--- config.mk ---
export PLATFORM = sky130hd
export DESIGN_NAME = mem_share_arbiter
export DESIGN_NICKNAME = d
export VERILOG_FILES = /design/src/rtl/mem_share_arbiter_pkg.sv /design/src/rtl/mem_share_arbiter_sat_counter.sv /design/src/rtl/mem_share_arbiter.sv
export SDC_FILE = /design/constraint.sdc
export NUM_CORES = 1
export LEC_CHECK = 0
export ABC_AREA = 0
export BUFFER_PORTS_ARGS = -buffer_cell sky130_fd_sc_hd__buf_2
export CAP_MARGIN = 15
export CORE_AREA = 2 2 101 103
export CTS_BUF_LIST = sky130_fd_sc_hd__clkbuf_8
export CTS_CLUSTER_SIZE = 20
export DETAILED_ROUTE_END_ITERATION = 16
export DIE_AREA = 0 0 103 105
export GPL_ROUTABILITY_DRIVEN = 0
export PLACE_DENSITY = 0.65
export SLEW_MARGIN = 20
export SYNTH_ARGS = -nofsm -noshare
export SYNTH_HDL_FRONTEND = slang
export SYNTH_HIERARCHICAL = 1
export SYNTH_SLANG_ARGS = --single-unit
--- constraint.sdc ---
create_clock -name clk -period 2.4 [get_ports clk]
set_input_delay 0.6 -clock clk [delete_from_list [all_inputs] [get_ports clk]]
set_output_delay 0.6 -clock clk [all_outputs]
set_load 0.05 [all_outputs]
--- src/rtl/mem_share_arbiter_pkg.sv ---
// Shared types for the main-memory port arbiter: the write-side bundle that is muxed
// between the pipeline and the secondary requester.
package mem_share_arbiter_pkg;

  localparam int DATA_W = 32;
  localparam int MASK_W = 4;

  typedef struct packed {
    logic              write;
    logic [MASK_W-1:0] wmask;
    logic [DATA_W-1:0] wdata;
    logic              wgrubby;
  } mem_wr_t;

endpackage

--- src/rtl/mem_share_arbiter_sat_counter.sv ---
// Saturating up-counter with synchronous clear; clear wins over increment.
module sat_counter #(
  parameter int WIDTH = 8,
  parameter int LIMIT = 255
) (
  input  logic             clk,
  input  logic             clr,
  input  logic             inc,
  output logic [WIDTH-1:0] count,
  output logic             at_limit
);

  localparam logic [WIDTH-1:0] LimitVal = WIDTH'(LIMIT);

  logic [WIDTH-1:0] count_q;

  always_ff @(posedge clk) begin
    if (clr) begin
      count_q <= '0;
    end else if (inc && (count_q != LimitVal)) begin
      count_q <= count_q + 1'b1;
    end
  end

  assign count    = count_q;
  assign at_limit = (count_q == LimitVal);

endmodule

--- src/rtl/mem_share_arbiter.sv ---
// Shares the main-memory port between the never-stalling pipeline (absolute priority)
// and one secondary requester served only in cycles the pipeline leaves memory idle.
//
// state | meaning
// IDLE  | no secondary request outstanding
// WAIT  | request pending, blocked by the pipeline last cycle
// RESP  | read was granted last cycle; memory data is returning now
module mem_share_arbiter
  import mem_share_arbiter_pkg::*;
#(
  parameter int ADDR_WIDTH   = 14,
  parameter int STARVE_WIDTH = 8,
  parameter int STARVE_LIMIT = 255
) (
  input  logic                  clk,
  input  logic                  rst,
  input  logic                  cpu_valid,
  input  logic                  cpu_write,
  input  logic [MASK_W-1:0]     cpu_wmask,
  input  logic [DATA_W-1:0]     cpu_wdata,
  input  logic                  cpu_wgrubby,
  input  logic [ADDR_WIDTH-1:0] cpu_addr,
  output logic [DATA_W-1:0]     cpu_rdata,
  output logic                  cpu_rgrubby,
  input  logic                  sec_req,
  input  logic                  sec_write,
  input  logic [MASK_W-1:0]     sec_wmask,
  input  logic [DATA_W-1:0]     sec_wdata,
  input  logic                  sec_wgrubby,
  input  logic [ADDR_WIDTH-1:0] sec_addr,
  output logic                  sec_ack,
  output logic                  sec_rvalid,
  output logic [DATA_W-1:0]     sec_rdata,
  output logic                  sec_rgrubby,
  output logic                  sec_starved,
  output logic                  mem_write,
  output logic [MASK_W-1:0]     mem_wmask,
  output logic [DATA_W-1:0]     mem_wdata,
  output logic                  mem_wgrubby,
  output logic [ADDR_WIDTH-1:0] mem_addr,
  input  logic [DATA_W-1:0]     mem_rdata,
  input  logic                  mem_rgrubby
);

  typedef enum logic [1:0] {
    ST_IDLE = 2'd0,
    ST_WAIT = 2'd1,
    ST_RESP = 2'd2
  } state_e;

  localparam logic [STARVE_WIDTH-1:0] StarveMax = STARVE_WIDTH'(STARVE_LIMIT);

  state_e                  state_q;
  logic                    grant;
  logic                    starve_at_limit;
  logic [STARVE_WIDTH-1:0] starve_cnt;
  mem_wr_t                 cpu_wr;
  mem_wr_t                 sec_wr;
  mem_wr_t                 mux_wr;

  assign grant   = ~rst & sec_req & ~cpu_valid;
  assign sec_ack = grant;

  // Pipeline write only counts when it actually owns the port this cycle.
  assign cpu_wr = '{write: cpu_valid & cpu_write, wmask: cpu_wmask,
                    wdata: cpu_wdata, wgrubby: cpu_wgrubby};
  assign sec_wr = '{write: sec_write, wmask: sec_wmask,
                    wdata: sec_wdata, wgrubby: sec_wgrubby};
  assign mux_wr = grant ? sec_wr : cpu_wr;

  assign mem_write   = ~rst & mux_wr.write;
  assign mem_wmask   = mux_wr.wmask;
  assign mem_wdata   = mux_wr.wdata;
  assign mem_wgrubby = mux_wr.wgrubby;
  assign mem_addr    = grant ? sec_addr : cpu_addr;

  always_ff @(posedge clk) begin
    if (rst) begin
      state_q <= ST_IDLE;
    end else if (grant && !sec_write) begin
      state_q <= ST_RESP;
    end else if (sec_req && !grant) begin
      state_q <= ST_WAIT;
    end else begin
      state_q <= ST_IDLE;
    end
  end

  // Reset must squash a response already in flight, so it gates the registered flag.
  assign sec_rvalid  = (state_q == ST_RESP) & ~rst;
  assign sec_rdata   = mem_rdata;
  assign sec_rgrubby = mem_rgrubby;
  assign cpu_rdata   = mem_rdata;
  assign cpu_rgrubby = mem_rgrubby;

  sat_counter #(
    .WIDTH (STARVE_WIDTH),
    .LIMIT (STARVE_LIMIT)
  ) u_starve (
    .clk      (clk),
    .clr      (rst | grant | ~sec_req),
    .inc      (sec_req & ~grant & ~starve_at_limit),
    .count    (starve_cnt),
    .at_limit (starve_at_limit)
  );

  assign sec_starved = (starve_cnt == StarveMax);

endmodule
## After elaboration in Yosys (flattened, before gate mapping)

Index checks and enable logic that the tools add are counted.

- Add/sub/neg operators: 1
- Multiply operators: 0
- Divide/modulo/power cells: 0
- $lt $le $gt $ge: 0
- Equality and inequality tests: 3
- Shift operators: 0
- Multiplexer cells: 4
- Bitwise logic cells: 14
- Reduce and logical (&&, ||, !) cells: 6

Operators by type and width:

| cell | count |
|---|---|
| 38-bit 2-to-1 mux | 1 |
| 14-bit 2-to-1 mux | 1 |
| 8-bit by 1-bit adder with 8-bit output (second input constant) | 1 |
| 8-bit == test (second input constant) | 1 |
| 8-bit != test (second input constant) | 1 |
| 1-bit bitwise AND | 7 |
| 1-bit NOT | 5 |
| 1-bit logical AND | 3 |
| 2-bit == test (second input constant) | 1 |
| 1-bit zero test | 2 |
| 2-bit 2-to-1 mux | 1 |
| 1-bit OR | 2 |
| 2-bit OR reduction | 1 |
| 1-bit 2-to-1 mux | 1 |

- Register bits after elaboration: 10
- Latch bits: 0
- RAM bits: 0
- Memory bits (read-only): 0
- Input bits: 141
- Output and inout port bits: 121
- Logic and storage cells: 31
- Memories: 0

## Depth between registers and ports, before layout

- Depth in word-level cells: 7
- Mapped depth: 7
- Gate-level depth less buffers: 6

## Hierarchy

Netlist, hierarchy kept.

Modules (own cells, without submodules):

| module | instances | cells each | area each (um^2) | sequential area each (um^2) |
|---|---|---|---|---|
| mem_share_arbiter | 1 | 137 | 1477.7 | 40.0 |
| sat_counter | 1 | 51 | 456.7 | 160.2 |

## Worst setup path before layout

Ideal clock, no wire load.

- Path kind: input to register
- From: in sec_req
- To: reg u_starve.count_q[5], in the netlist u_starve/count[5]
- Setup time: 0.121 ns
- Data arrival time: 2.299 ns
- Required time: 2.279 ns
- Setup slack: -0.020 ns
- Stages on the path: 7
- Buffers on the path: 2
- Cells stage by stage: nor3b_2 buf_6 buf_12 nor3b_1 nand3_1 a211oi_2 mux2_2

- Word-level cells in the longest chain between the ends: 6
- Elaborated cells on any way between the ends: 9
- Classes of those cells: 8 x bitwise; 1 x reduce/logical

Ends and longest elaborated chain:

| item | line | RTL |
|---|---|---|
| start, declared | mem_share_arbiter.sv:25 | `input logic sec_req,` |
| 1-bit bitwise AND (*) (2 in a row) | mem_share_arbiter.sv:61 | `assign grant = ~rst & sec_req & ~cpu_valid;` |
| net sec_ack | mem_share_arbiter.sv:31 | `output logic sec_ack,` |
| 1-bit NOT | mem_share_arbiter.sv:102 | `.inc (sec_req & ~grant & ~starve_at_limit),` |
| 1-bit bitwise AND (2 in a row) | mem_share_arbiter.sv:102 |  |
| 1-bit logical AND | mem_share_arbiter_sat_counter.sv:20 | `end else if (inc && (count_q != LimitVal)) begin` |
| end signal, assigned | mem_share_arbiter_sat_counter.sv:21 | `count_q <= count_q + 1'b1;` |
| end, declared | mem_share_arbiter_sat_counter.sv:15 | `logic [WIDTH-1:0] count_q;` |

The timed path passes the listed nets; every way through them passes the cells marked *.
A chain may end at the register's enable or synchronous reset.

## Worst setup path after layout

- From: in cpu_valid
- To: out mem_wdata[14]

- Word-level cells in the longest chain between the ends: 3

Ends and longest elaborated chain:

| item | line | RTL |
|---|---|---|
| start, declared | mem_share_arbiter.sv:17 | `input logic cpu_valid,` |
| 1-bit NOT | mem_share_arbiter.sv:61 |  |
| 1-bit bitwise AND | mem_share_arbiter.sv:61 |  |
| 38-bit 2-to-1 mux | mem_share_arbiter.sv:69 | `assign mux_wr = grant ? sec_wr : cpu_wr;` |
| end, declared | mem_share_arbiter.sv:38 | `output logic [DATA_W-1:0] mem_wdata,` |

No other way between the ends.

==> metrics.txt <==
crit path max fanout=17; max_cap viols=0; Overall Power=938 uW; syn_area_per_cell=10.3 um2; IO buf count=162; synth warn=6; Die Width=103 um; Worst Tran Pin Value=between 0.3 and 0.4 ns; antenna cells=0; # setup viols final=6; final hold violations=0; drt total wl=5.72 mm; leading area contributor after synthesis=mux2_4; Residual DRC=0; unrepaired setup endpoints after global routing=yes; Min Clock Period, post-route=between 2 and 2.5 ns; slowest stage cell, crit path=mux2_4; #FFs+latches synth=10; Max Clk Rate=414 MHz; Die Y=105 um; Synth area leaders=mux2_4 (36%), buf_4 (26%), dfxtp_1 (10%); Worst path top cell family by delay=buffers and inverters; crit start category=primary input; site row count=36; die area=10800 um2; H-Tree Depth=1; CTS tree=built; Met2 Wirelength=2.70 mm; Max Buffers Root-to-Sink=2; first-pass GRT wire length=7.76 mm; IO Count=262; router iterations before antenna repair=4; Routed Antenna Nets=0; Final Skew=between 0.0015 and 0.002 ns; max incr delay on CP=between 0.3 and 0.4 ns; Synth-to-Final Area Change=39.8%; worst setup margin=-0.0139 ns; PwrDens=347 nW/um2; status=finished with violations; Post-synth EDFFs=0; most common cell in the netlist=buf_4; P_leak=1.36 nW; area of the multi-input gates=roughly 1100 um2; Net Count, Synth=330; hpwl dp=about 4.8 mm; Final #Nets=~440; dpl cell area=2430 um2; Clock transition at path regs=0.04 ns; CP cell instances=buf_2 > nor3b_4 > buf_6 > mux2_4 > buf_2; initial antenna violation count=0; drt via density=between 3 and 4; Post-Route M1 WL=roughly 2.2 mm; fillers=a little over 1000; Cells after Synth=~190; DR WL/cell=13.4 um; initial drt markers=36; largest net degree at the start of global routing=18; Tcrit/Tclk final=101%; clock tree root buffer cell=clkbuf_8; slew margin rel.=78.2%; Worst EP arrival=around 1.8 ns; worst hold path type=flip-flop to flip-flop; worst-skew pair later-pin latency=about 0.23 ns; sequential fraction of the synthesis area=around a tenth; ys async rst share=0%; gr usage total=8.98%; # hold bufs at CTS=0; Hold WS=0.533 ns; top routing layer in use=met4; initial core utilization=between 20 and 25%; Synth cell types=34; Layout Utilization=28.1%; synthesized cell area=1930 um2; kind of end point of the critical path=primary output; CP Buf/Inv Count=3; share of layout cells above drive strength 1=81.6%; violated checks=setup timing; Required @ worst endpoint=1.80 ns; TritonCTS Buffers=3; peak supply drop=257 uV; Setup Crit Path Kind=primary input to primary output; vias in the first global route=1642; top cells by count, synth=buf_4 (66), mux2_4 (47), dfxtp_1 (10); core footprint=9640 um2; Max Slew Vio Count=0; register area=200 um2; grt ovf=0; CTS sink count=10; DR WL met3=835 um; Top cell by count, worst path=buf_2; share of the synthesized area in the top cell type=36.5%; ys flop type=dfxtp_1; design area=2700 um2; via count=roughly 1700
## through the flow
stage / std cells / setup TNS [ns] / setup slack [ns]
floorplan: 188 / 0 / 0.0420
global placement: 422 / -1.34 / -0.0536
detailed placement: 422 / -2.51 / -0.105
CTS: 426 / -0.426 / -0.0279
global route: 426 / -1.46 / -0.0553
finish: 426 / -0.0286 / -0.0139
## layer usage
| metal | global-route usage (%) | vias up |
|---|---|---|
| met5 | 0 | - |
| met4 | 1.41 | 0 |
| met3 | 4.28 | 2 |
| met2 | 15.4 | 142 |
| met1 | 10.2 | 740 |
| li1 | - | 799 |
## state kept, by name, indices dropped and copies added (netlist names)
| register | cells |
|---|---|
| state_q | 2 |
| u_starve/count | 8 |
## cells by family (layout without fill, tap and decap cells)
kind of cell / after synthesis / after routing / share of synthesized area, %
buf+inv: 81 / 186 / 33.6
compound gates: 11 / 11 / 4.98
mux: 54 / 54 / 40.5
flops: 10 / 10 / 10.3
fa+ha+maj: 1 / 1 / 0.647
simple gates: 31 / 31 / 9.96
## layout by cell type (no fill, tap or decap)
cell and instances:
a211oi_2 1, clkbuf_8 3, dfxtp_1 10, buf_12 2
o21a_1 1, nand2_1 2, a311oi_1 1, a211oi_1 3
buf_2 126, inv_1 6, and3_1 2, nor2b_1 3
mux2_2 5, mux2_4 47, nand3_1 3, buf_6 37
nand3b_1 1, nor3_1 3, nor4_1 2, nand3_2 1
nor3b_1 1, nor2_1 3, and3_2 1, mux2_1 1
and3b_2 1, a21oi_1 3, nor3b_4 1, nand4_1 4
nor3b_2 1, a31oi_4 1, nand2b_1 2, mux2i_1 1
o31a_1 1, ha_1 1, buf_4 12
## path summary, 6_finish.rpt
kind | from | end | slack, ns | cells after the start
setup / recovery | cpu_valid | mem_wdata[14] | -0.01 | 5
hold / removal | u_starve/count[7] | u_starve/count[7] | 0.53 | 1
setup reg to reg | u_starve/count[5] | u_starve/count[5] | 0.44 | 6
hold reg to reg | u_starve/count[7] | u_starve/count[7] | 0.53 | 1
## report_power, final
| group | switching, mW | internal (mW) | total (mW) |
|---|---|---|---|
| combinational | 0.336 | 0.266 | 0.602 |
| sequential | 0.00120 | 0.168 | 0.170 |
| clock | 0.0577 | 0.109 | 0.167 |
| total | 0.395 | 0.543 | 0.938 |
## final cells by class
class                      count  share of cell area (%)
tap                          133                    6.15
clock buffer                   3                    1.53
sequential                    10                    7.40
inverter                       6                   0.833
timing repair buffer         177                    43.5
multi-input combinational     97                    40.5
## what timing repair did
action	4_1_cts	5_1_grt
pin swaps	1	0
resized for setup	66	7
endpoints found under the setup margin	48	50
buffers inserted	1	0
(Power assumes the default switching activity.)
